File: config.mk
export PLATFORM = sky130hd
export DESIGN_NAME = pc_return_stack
export DESIGN_NICKNAME = d
export VERILOG_FILES = /design/src/rtl/pc_return_stack.sv
export SDC_FILE = /design/constraint.sdc
export NUM_CORES = 1
export LEC_CHECK = 0
export ABC_CLOCK_PERIOD_IN_PS = 4700
export BUFFER_PORTS_ARGS = -buffer_cell sky130_fd_sc_hd__buf_2
export CORE_MARGIN = 8
export CORE_UTILIZATION = 48
export CTS_CLUSTER_DIAMETER = 60
export DETAILED_ROUTE_END_ITERATION = 12
export GPL_TIMING_DRIVEN = 0
export PLACE_DENSITY = 0.72
export SYNTH_ARGS = -nofsm -noshare
export SYNTH_HDL_FRONTEND = slang
export SYNTH_SLANG_ARGS = --single-unit
File: constraint.sdc
create_clock -name CLK -period 4.7 [get_ports CLK]
set_input_delay 0.47 -clock CLK [delete_from_list [all_inputs] [get_ports CLK]]
set_output_delay 0.47 -clock CLK [all_outputs]
set_load 0.01 [all_outputs]
File: src/rtl/pc_return_stack.sv
// ---------------------------------------------------------------------------
// pc_return_stack
//   16-bit program counter with an integrated hardware return-address stack.
//   OUT is the instruction fetch address; IN is the jump/call target.
//   One command per rising edge, priority RET > CALL > LOAD > INC > hold.
//
// Ports
//   CLK    system clock, all state updates on rising edge
//   RESET  asynchronous, active-high reset (OUT=0, LEVEL=0, flags clear)
//   IN     jump/call target address
//   LOAD   jump:   OUT <= IN
//   INC    advance: OUT <= OUT+1
//   CALL   push OUT+1, then OUT <= IN
//   RET    pop: OUT <= top of stack (acts as INC when empty)
//   OUT    current program counter (registered)
//   LEVEL  number of valid stack entries, 0..DEPTH
//   OVF    sticky: CALL attempted while full
//   UNF    sticky: RET attempted while empty
//
// Build option
//   RAS_CIRCULAR_EN  defined: a CALL while full overwrites the oldest entry
//                    (circular stack with a wrap pointer). Undefined: the
//                    push is dropped and the stack keeps its contents.
//                    OVF is set and the jump to IN happens in both builds.
// ---------------------------------------------------------------------------
module pc_return_stack #(
  parameter int WIDTH = 16,
  parameter int DEPTH = 4,
  parameter int DW    = 3
) (
  input  logic             CLK,
  input  logic             RESET,
  input  logic [WIDTH-1:0] IN,
  input  logic             LOAD,
  input  logic             INC,
  input  logic             CALL,
  input  logic             RET,
  output logic [WIDTH-1:0] OUT,
  output logic [DW-1:0]    LEVEL,
  output logic             OVF,
  output logic             UNF
);

  localparam int            PW   = $clog2(DEPTH);
  localparam logic [DW-1:0] FULL = DW'(DEPTH);

  logic [WIDTH-1:0] out_q, out_d;
  logic [WIDTH-1:0] out_inc;
  logic [DW-1:0]    level_q, level_d;
  logic             ovf_q, ovf_d;
  logic             unf_q, unf_d;
  logic [WIDTH-1:0] stack_q [DEPTH];

  logic             push;
  logic [PW-1:0]    wr_idx;
  logic [PW-1:0]    rd_idx;
  logic             full;
  logic             empty;

  // Wraps modulo 2^WIDTH by construction.
  assign out_inc = out_q + WIDTH'(1);
  assign full    = (level_q == FULL);
  assign empty   = (level_q == '0);

`ifdef RAS_CIRCULAR_EN
  // Wrap pointer marks the next free slot; the oldest entry is the one it
  // lands on once the stack is full, so overwriting there drops the oldest.
  logic [PW-1:0] wp_q, wp_d;
  assign wr_idx = wp_q;
  assign rd_idx = wp_q - PW'(1);
`else
  // Linear stack: LEVEL is the push slot, LEVEL-1 the top. A push never
  // happens at LEVEL==DEPTH, so the truncated index is always in range.
  assign wr_idx = level_q[PW-1:0];
  assign rd_idx = level_q[PW-1:0] - PW'(1);
`endif

  always_comb begin
    out_d   = out_q;
    level_d = level_q;
    ovf_d   = ovf_q;
    unf_d   = unf_q;
    push    = 1'b0;
`ifdef RAS_CIRCULAR_EN
    wp_d    = wp_q;
`endif
    if (RET) begin
      if (!empty) begin
        out_d   = stack_q[rd_idx];
        level_d = level_q - DW'(1);
`ifdef RAS_CIRCULAR_EN
        wp_d    = wp_q - PW'(1);
`endif
      end else begin
        // Return with nothing stacked: fall through to the next address.
        out_d = out_inc;
        unf_d = 1'b1;
      end
    end else if (CALL) begin
      out_d = IN;
      if (!full) begin
        push    = 1'b1;
        level_d = level_q + DW'(1);
`ifdef RAS_CIRCULAR_EN
        wp_d    = wp_q + PW'(1);
`endif
      end else begin
        ovf_d = 1'b1;
`ifdef RAS_CIRCULAR_EN
        push  = 1'b1;
        wp_d  = wp_q + PW'(1);
`endif
      end
    end else if (LOAD) begin
      out_d = IN;
    end else if (INC) begin
      out_d = out_inc;
    end
  end

  always_ff @(posedge CLK or posedge RESET) begin
    if (RESET) begin
      out_q   <= '0;
      level_q <= '0;
      ovf_q   <= 1'b0;
      unf_q   <= 1'b0;
    end else begin
      out_q   <= out_d;
      level_q <= level_d;
      ovf_q   <= ovf_d;
      unf_q   <= unf_d;
    end
  end

`ifdef RAS_CIRCULAR_EN
  always_ff @(posedge CLK or posedge RESET) begin
    if (RESET) wp_q <= '0;
    else       wp_q <= wp_d;
  end
`endif

  // Stack contents need no reset: entries above LEVEL are never read.
  always_ff @(posedge CLK) begin
    if (push) stack_q[wr_idx] <= out_inc;
  end

  assign OUT   = out_q;
  assign LEVEL = level_q;
  assign OVF   = ovf_q;
  assign UNF   = unf_q;

endmodule
==> run metrics <==
Sink Count=85; Reg clk slew, reported paths=90 ps; Post-CTS Setup Repair Bufs=0; Crit Path Max Fanout=16; crit-path max cell delay=870 ps; CP dominant cell by count=buf_6; 1st-iter DRT viols=219; die area=0.0121 sq mm; H-tree levels=3; setup TNS=0 ps; I/O Buffers=40; Syn. warnings=0; Layout area overhead=13.9%; Num CTS Buffers=9; count of cell types in the netlist=64; final net count=399; delay-heaviest family, CP=simple AND/OR/NAND/NOR gates; Max Freq=350 MHz; ys flop type=edfxtp_1; post-route ant nets=0; GRT Total Usage=18.6%; clock skew=6.89 ps; Post-Syn Nets=347; Register-to-Register Path Depth=6; VDD IR-drop max=0.306 mV; Slew @ Worst Pin=1030 ps; Final min period=2860 ps; clock root buffer=clkbuf_8; status=finished, final reports clean; Vias=2,979; Max Slew Vio Count=0; vias in the first global route=2,949; # resized after CTS=0; DR DRC count=0; DRT Pass-1 Iters=5; register area=0.00245 sq mm; Post-Route WL=10.8 mm; Worst Hold Class=input port to asynchronous set/reset pin; I/O pins=43; Max-Cap Viols=0; unrepaired setup endpoints after global routing=false; Setup crit start kind=register; Die H=110 um; Yosys reg bits=85; crit path cell chain=buf_6 > buf_6 > inv_1 > ha_1 > a21oi_1 > and2_1; die width=110 um; Overflow after GRT=0; ratio of cells with drive above 1 in the final layout=27.9%; Placement Rows=34; WP depth=6; first-pass GRT wire length=16.5 mm; Post-synth EDFFs=64; CTS tree=built; CP Buf/Inv Count=3; post-layout instance area=0.00485 sq mm; Final Util=55.9%; DR WL/cell=22.4 um; fraction of registers with async set/reset=24.7%; Critical Path RT=4690 ps; # fillers=751; critical path class=register to register; Max Buffers Root-to-Sink=2; ant diodes=0; Final GP Congestion=0.890; Hold Vio Cnt, Final=0; synthesized area per cell=13.3 sq um; Setup-failing EPs final=0; WP data arrival=2850 ps; Final HPWL DP=7.44 mm; synthesized area=0.00426 sq mm; initial core utilization=49.1%; Post-Place Cell Area=0.00461 sq mm; Worst-Skew Late Latency=360 ps; core area=0.00868 sq mm; Pleak=1.77 nW; Slew headroom=31.2%; sequential fraction of the synthesis area=57.5%; crit share post-route=60.9%; hold_buf cts=0; largest net degree at the start of global routing=22; r2r setup slk=1840 ps; Mapped Cells=319; routed vias/inst=6.15; Multi-input gate area=0.00165 sq mm; power per cell area=635 mW/mm^2; Critical Path Slowest Stage Cell=and2_1; initial antenna violation count=0; Worst setup EP type=register
[final timing paths]
check	start	to
setup / recovery	LEVEL[0]	stack_q[1][3]
hold / removal	RESET	OUT[2]
setup reg to reg	LEVEL[0]	stack_q[1][3]
hold reg to reg	UNF	UNF
max in group asynchronous	RESET	OUT[10]
min in group CLK	IN[11]	OUT[11]
[layer usage]
layer,wire length [um],up-vias,GRT usage [%]
met4,131,0,5.23
met3,840,13,4.59
li1,-,1350,-
met2,5100,126,29.5
met1,4760,1490,24.9
met5,0,-,0
[Yosys cell counts (3+ instances only)]
cell type / number / area [sq um]
edfxtp_1: 64 / 1920
dfrtp_1: 21 / 526
nand2_1: 19 / 71.3
mux4_2: 16 / 360
nor2_1: 15 / 56.3
a21oi_1: 14 / 70.1
buf_2: 11 / 55.1
o21ai_0: 10 / 50.1
inv_1: 7 / 26.3
nand4_1: 7 / 43.8
xnor2_1: 7 / 61.3
nand3_1: 6 / 30.0
nor3_1: 6 / 30.0
and3_1: 5 / 31.3
ha_1: 5 / 62.6
nand2b_1: 5 / 31.3
o211ai_1: 5 / 37.5
or4_1: 5 / 37.5
a221o_1: 4 / 40.0
buf_4: 4 / 30.0
mux2i_1: 4 / 40.0
o21ai_1: 4 / 20.0
o31ai_1: 4 / 30.0
or3_1: 4 / 25.0
xor2_1: 4 / 35.0
a211oi_1: 3 / 22.5
a22o_1: 3 / 26.3
a22oi_1: 3 / 22.5
and2_1: 3 / 18.8
buf_6: 3 / 33.8
nor4_1: 3 / 18.8
or2_2: 3 / 18.8
[cell type report]
type | count | area share [%]
Clock inverter | 6 | 2.30
Inverter | 8 | 0.619
Tap cell | 108 | 2.79
Sequential cell | 85 | 50.5
Timing Repair Buffer | 41 | 4.44
Buffer | 21 | 2.68
Multi-Input combinational cell | 205 | 34.1
Clock buffer | 10 | 2.63
[power by group]
part           leakage [nW]  internal [W]  total [W]  switching (W)
registers             0.827       0.00107    0.00121       0.000139
logic                 0.830      0.000540    0.00125       0.000710
clock network         0.116      0.000353   0.000620       0.000267
[cell usage in the layout (no fill, tap or decap), drive strengths merged, types with 5 or more instances in the layout]
master | netlist | routed
edfxtp | 64 | 64
buf | 19 | 60
dfrtp | 21 | 21
nand2 | 19 | 19
mux4 | 16 | 16
nor2 | 16 | 16
a21oi | 14 | 14
o21ai | 14 | 14
clkbuf | 2 | 12
inv | 7 | 7
xnor2 | 7 | 7
nand4 | 7 | 7
nand3 | 7 | 7
nor3 | 6 | 6
nor4 | 6 | 6
nand2b | 5 | 5
and3 | 5 | 5
or4 | 5 | 5
o211ai | 5 | 5
ha | 5 | 5
a211oi | 5 | 5
[logic make-up after synthesis]
group	Yosys count	share of synthesized area (%)
flip-flops	85	57.5
XOR/XNOR	11	2.26
AO/OA/AOI/OAI	71	11.9
buffers and inverters	29	3.76
multiplexers	22	9.93
adder cells (fa/ha/maj)	6	1.94
AND/OR/NAND/NOR	95	12.7
[worst reg2reg max path, cell delays in order (launching register included)]
cell,delay [ps]
dfrtp_1,430
buf_6,230
buf_6,230
inv_1,120
ha_1,300
a21oi_1,310
and2_1,870
[state kept, by name, indices dropped and copies added (netlist names)]
name / cells
UNF: 1
stack_q: 64
OVF: 1
LEVEL: 3
OUT: 16
[per-stage QoR]
step                cells  worst slack [ps]  power (W)  hold slack, ps
floorplan             319              2170    0.00208             447
CTS                   484              1830    0.00309             325
global route          484              1690    0.00324             367
global placement      467              1220    0.00243             447
detailed placement    468              1870    0.00247             453
finish                484              1840    0.00308             319
Power figures use the tool's default switching activity.
